File: src/rtl/upload_loader.sv
// Framed-upload receiver: parses MAGIC / length / address / payload / checksum
// from a toggle-signalled byte stream and emits little-endian packed word writes.
module upload_loader #(
   parameter int          DATA_BYTES = 4,
   parameter int          LEN_BYTES  = 2,
   parameter int          ADDR_BYTES = 4,
   parameter logic [31:0] BASE_ADDR  = 32'h0,
   parameter logic [7:0]  MAGIC      = 8'hA5,
   parameter int          ADDR_WIDTH = 32
) (
   input  logic                    clk,
   input  logic                    reset_n,
   input  logic                    clk_enable,
   input  logic                    rx_update,
   input  logic [7:0]              rx_byte,
   output logic                    we,
   output logic [ADDR_WIDTH-1:0]   addr,
   output logic [8*DATA_BYTES-1:0] wdata,
   output logic [DATA_BYTES-1:0]   wstrb,
   output logic [2:0]              stage,
   output logic                    busy,
   output logic                    complete,
   output logic                    error
);

   localparam int LW     = 8 * LEN_BYTES;
   localparam int LANE_W = (DATA_BYTES > 1) ? $clog2(DATA_BYTES) : 1;

   typedef enum logic [2:0] {
      S_IDLE = 3'd0, S_LEN = 3'd1, S_ADDR = 3'd2, S_DATA = 3'd3,
      S_CSUM = 3'd4, S_DONE = 3'd5, S_ERR = 3'd6
   } state_t;

   state_t                         state;
   logic                           prev_update;
   logic [LW-1:0]                  len_q;      // length while parsing, remaining bytes in DATA
   logic [ADDR_WIDTH-1:0]          addr_q;
   logic [ADDR_WIDTH-1:0]          off_q;      // payload offset of current word's first byte
   logic [2:0]                     fcnt;       // byte count within LEN/ADDR field
   logic [7:0]                     sum;
   logic [LANE_W-1:0]              lane;
   logic [DATA_BYTES-1:0][7:0]     buf_q;
   logic [DATA_BYTES-1:0]          stb_q;

   logic                           evt;
   logic [LW+7:0]                  len_cat;
   logic [LW-1:0]                  len_next;
   logic [ADDR_WIDTH+7:0]          addr_cat;
   logic [ADDR_WIDTH-1:0]          addr_next;
   logic [ADDR_WIDTH-1:0]          base;
   logic                           word_end;
   logic [DATA_BYTES-1:0][7:0]     buf_nxt;
   logic [DATA_BYTES-1:0]          stb_nxt;

   // Byte-event detect, field shifters and the word buffer with the new byte merged in
   always_comb begin
      evt       = clk_enable && (rx_update != prev_update);
      len_cat   = {len_q, rx_byte};
      len_next  = len_cat[LW-1:0];
      addr_cat  = {addr_q, rx_byte};
      addr_next = addr_cat[ADDR_WIDTH-1:0];
      base      = (ADDR_BYTES == 0) ? ADDR_WIDTH'(BASE_ADDR) : addr_q;
      word_end  = (lane == LANE_W'(DATA_BYTES - 1)) || (len_q == LW'(1));
      buf_nxt   = buf_q;
      stb_nxt   = stb_q;
      buf_nxt[lane] = rx_byte;
      stb_nxt[lane] = 1'b1;
   end

   assign stage = state;
   assign busy  = (state == S_LEN) || (state == S_ADDR) || (state == S_DATA) || (state == S_CSUM);

   // Frame parser FSM with registered write port and sticky status
   always_ff @(posedge clk) begin
      if (!reset_n) begin
         state       <= S_IDLE;
         prev_update <= rx_update;
         len_q       <= '0;
         addr_q      <= '0;
         off_q       <= '0;
         fcnt        <= '0;
         sum         <= '0;
         lane        <= '0;
         buf_q       <= '0;
         stb_q       <= '0;
         we          <= 1'b0;
         addr        <= '0;
         wdata       <= '0;
         wstrb       <= '0;
         complete    <= 1'b0;
         error       <= 1'b0;
      end else if (clk_enable) begin
         prev_update <= rx_update;
         we          <= 1'b0;
         if (evt) begin
            case (state)
               S_IDLE: begin
                  if (rx_byte == MAGIC) begin
                     state  <= S_LEN;
                     sum    <= '0;
                     len_q  <= '0;
                     addr_q <= '0;
                     off_q  <= '0;
                     fcnt   <= '0;
                     lane   <= '0;
                     buf_q  <= '0;
                     stb_q  <= '0;
                  end
               end
               S_LEN: begin
                  sum   <= sum + rx_byte;
                  len_q <= len_next;
                  if (int'(fcnt) == LEN_BYTES - 1) begin
                     fcnt <= '0;
                     if (ADDR_BYTES > 0)      state <= S_ADDR;
                     else if (len_next == '0) state <= S_CSUM;
                     else                     state <= S_DATA;
                  end else begin
                     fcnt <= fcnt + 3'd1;
                  end
               end
               S_ADDR: begin
                  sum    <= sum + rx_byte;
                  addr_q <= addr_next;
                  if (int'(fcnt) == ADDR_BYTES - 1) begin
                     fcnt  <= '0;
                     state <= (len_q == '0) ? S_CSUM : S_DATA;
                  end else begin
                     fcnt <= fcnt + 3'd1;
                  end
               end
               S_DATA: begin
                  sum   <= sum + rx_byte;
                  len_q <= len_q - LW'(1);
                  if (word_end) begin
                     we    <= 1'b1;
                     addr  <= base + off_q;
                     wdata <= buf_nxt;
                     wstrb <= stb_nxt;
                     buf_q <= '0;
                     stb_q <= '0;
                     off_q <= off_q + ADDR_WIDTH'(DATA_BYTES);
                     lane  <= '0;
                  end else begin
                     buf_q <= buf_nxt;
                     stb_q <= stb_nxt;
                     lane  <= lane + 1'b1;
                  end
                  if (len_q == LW'(1)) state <= S_CSUM;
               end
               S_CSUM: begin
                  if (rx_byte == sum) begin
                     state    <= S_DONE;
                     complete <= 1'b1;
                  end else begin
                     state <= S_ERR;
                     error <= 1'b1;
                  end
               end
               default: ;
            endcase
         end
      end
   end

endmodule
File: config.mk
export PLATFORM = sky130hd
export DESIGN_NAME = upload_loader
export DESIGN_NICKNAME = d
export VERILOG_FILES = /design/src/rtl/upload_loader.sv
export SDC_FILE = /design/constraint.sdc
export NUM_CORES = 1
export LEC_CHECK = 0
export CORE_ASPECT_RATIO = 0.8
export CORE_MARGIN = 2
export CORE_UTILIZATION = 41
export CTS_BUF_LIST = sky130_fd_sc_hd__clkbuf_4
export DETAILED_ROUTE_END_ITERATION = 7
export PLACE_DENSITY = 0.74
export SLEW_MARGIN = 20
export SYNTH_ARGS = -nofsm -noshare
export SYNTH_HDL_FRONTEND = slang
export SYNTH_SLANG_ARGS = --single-unit
File: constraint.sdc
create_clock -name clk -period 3.25 [get_ports clk]
set_clock_uncertainty 0.15 [all_clocks]
set_input_delay 0.975 -clock clk [delete_from_list [all_inputs] [get_ports clk]]
set_output_delay 0.975 -clock clk [all_outputs]
set_load 0.01 [all_outputs]
==> run summary, run 1 <==
status -> complete, no violations
Worst EP arrival -> 1.96 ns
vias post-DR -> 9846
design area -> 12700 µm²
Via density -> 5.57
synthesis-to-finish area growth -> 22.2%
initial antenna violation count -> 1
port bufs -> 86
vias in the first global route -> 9136
commonest non-fill, non-tap cell in the layout -> dfxtp_1
worst-path fanout max -> 5
DRT Wirelength -> 28.2 mm
Worst IR Drop VDD -> 0.230 mV
asr flop ratio synth -> 0%
remaining antenna violation count after routing -> 0
CTS root buffer -> clkbuf_4
max_slew headroom -> 62.7%
Reg clk slew, reported paths -> 0.06 ns
Die Wd -> 182 µm
TritonRoute pass-1 iters -> 5
Finish-stage setup viols -> 0
pin count of the biggest net entering global routing -> 53
Post-DP Area -> 12000 µm²
Max Buffers Root-to-Sink -> 3
Hold Path Origin -> buf_q[3]
first-pass GRT wire length -> 46.4 mm
area of the mapped netlist -> 10400 µm²
Synthesis Warnings -> 0
sequential area share after synthesis -> 39.0%
initial DRC count -> 792
MaxCap Viol Count -> 0
final hold viol count -> 0
RSZ-0062 raised after global routing -> false
Netlist cell types -> 74
Initial Util -> 41.4%
Clock Latency Late Sink -> 0.70 ns
setup_tns -> 0 ns
grt ovf -> 0
Final Critical Period -> 3.08 ns
Setup Fix Bufs, Post-CTS -> 0
Worst Hold Depth -> 2
Req. time, crit path -> 2.12 ns
die area -> 26600 µm²
Ports -> 87
drc violations -> 0
cts bufs inserted -> 53
period utilization -> 94.9%
r2r worst-path depth -> 10
crit end category -> primary output
Hold WS -> 0.306 ns
Synth Instances -> 1276
Pleak -> 4.75 nW
htree depth -> 2
average cell area after synthesis -> 8.14 µm²
Max Freq -> 324 MHz
most frequent cells in the layout -> dfxtp_1 (201), nand2_1 (140), nor2_1 (138)
core region area -> 25100 µm²
row count -> 52
layout cells sized above 1 -> 12.8%
Worst Hold Path EP -> buf_q[3]
crit path kind -> flip-flop to primary output
worst setup path start -> stage[1]
pwr dens -> 378 nW/µm²
R2R Path Start -> addr_q[6]
post-synthesis register bit count -> 202
hpwl dp -> 20.2 mm
post-synth net total -> 1338
GP Congestion -> 0.929
WL per Instance -> 16.0 µm
FF-to-FF setup slack -> 0.32 ns
Global Route Usage Sum -> 20.9%
TritonCTS Sinks -> 202
Synth Flop Type -> dfxtp_1
Fillers -> 2393
number of synthesized flops with an enable pin -> 1
Nets -> 1472
CTS tree -> done
Worst-Margin Slew -> 0.559 ns
Design Power -> 4.80 mW
end of the worst register-to-register path -> addr[31]
crit path launch type -> flip-flop
Slew Viols, Final -> 0
die height -> 146 µm
HP Class -> flip-flop to flip-flop
[worst max-delay path: stages, from the launching register on]
cell and delay (ns):
dfxtp_1 0.31, nor2_1 0.08, buf_4 0.19, nor2b_2 0.08
nor2_1 0.10, clkdlybuf4s50_1 0.54
[repair_timing]
item,4_1_cts,5_1_grt
setup endpoints to repair,0,2
resized for setup,0,2
hold buffers,0,0
[metal layers]
layer | up-vias | wire length [µm] | track usage, %
met5 | - | 0 | 0
met4 | 0 | 485 | 5.81
met3 | 38 | 2100 | 3.74
met2 | 334 | 12000 | 31.5
met1 | 4614 | 13600 | 30.7
li1 | 4860 | - | -
[through the flow]
stage | instances | util [%] | setup WS [ns]
2_1_floorplan | 1276 | - | 0.0206
3_3_place_gp | 1679 | 47.9 | -0.472
3_5_place_dp | 1679 | 47.9 | -0.532
4_1_cts | 1767 | 50.5 | 0.0661
5_1_grt | 1768 | 50.5 | 0.0544
6_report | 1768 | 50.5 | 0.167
[sequential cells by signal, summed over array words and instances, names as in the netlist, 3 cells and up]
name    count
len_q      16
addr       32
off_q      30
wstrb       4
buf_q      32
stage       3
stb_q       4
addr_q     32
sum         8
fcnt        3
wdata      32
[worst max path at each step]
stage | endpoint | slack [ns] | cells past startpoint
finish | busy | 0.17 | 5
global route | addr[31] | 0.05 | 10
CTS | busy | 0.07 | 5
detailed placement | off_q[26] | -0.53 | 7
global placement | off_q[28] | -0.47 | 8
floorplan | off_q[22] | 0.02 | 8
[synthesized netlist by cell type (all sizes together), types with 9 or more instances]
library cell	n	share of area, %
nand3	87	4.2
xnor2	29	2.4
and3	20	1.2
nand4	11	0.66
a21o	24	1.7
a22oi	11	0.80
inv	17	0.61
buf	12	0.59
nor3	30	1.4
nand2b	9	0.54
nor4	9	0.75
nand2	140	5.1
ha	49	5.9
dfxtp	201	39
o21ai	39	1.9
nor2	140	5.1
a21oi	137	6.6
or3	15	0.95
a211oi	43	3.1
clkbuf	77	2.8
xor2	20	1.7
o21a	12	0.87
mux2i	35	3.4
[cell families (layout without fill, tap and decap cells)]
logic type / count (synthesis) / after routing / synth area share, %
compound gates: 329 / 329 / 20.2
xor+xnor: 49 / 49 / 4.13
fa+ha+maj: 50 / 50 / 6.10
buf+inv: 107 / 274 / 4.04
flops: 202 / 202 / 39.0
mux: 36 / 36 / 3.48
other cells: 1 / 2 / 0.0361
simple gates: 502 / 502 / 23.0
[layout make-up]
| cell class | count | area (µm²) | share of cell area [%] |
|---|---|---|---|
| multi-input combinational | 967 | 5950 | 46.9 |
| tap | 324 | 405 | 3.19 |
| clock buffer | 73 | 548 | 4.32 |
| inverter | 18 | 70.1 | 0.552 |
| timing repair buffer | 168 | 1560 | 12.3 |
| sequential | 202 | 4050 | 31.9 |
| antenna | 1 | 2.50 | 0.0197 |
| clock inverter | 15 | 101 | 0.798 |
[report_power, final]
group / switching (mW) / internal (mW) / total [mW] / leakage (nW)
Combinational: 0.102 / 0.0522 / 0.154 / 2.73
Sequential: 0.000895 / 2.48 / 2.48 / 1.63
Clock: 1.05 / 1.12 / 2.17 / 0.385
Total: 1.15 / 3.65 / 4.80 / 4.75
Power figures use the tool's default switching activity.
==> inputs of run 2 (changes only) <==
--- a/config.mk
+++ b/config.mk
@@ -5,6 +5,7 @@
 export SDC_FILE = /design/constraint.sdc
 export NUM_CORES = 1
 export LEC_CHECK = 0
+export CAP_MARGIN = 20
 export CORE_ASPECT_RATIO = 0.8
 export CORE_MARGIN = 2
 export CORE_UTILIZATION = 41
==> results of run 2 <==
No change in the layout: final DEF, timing and power equal those of run 1.
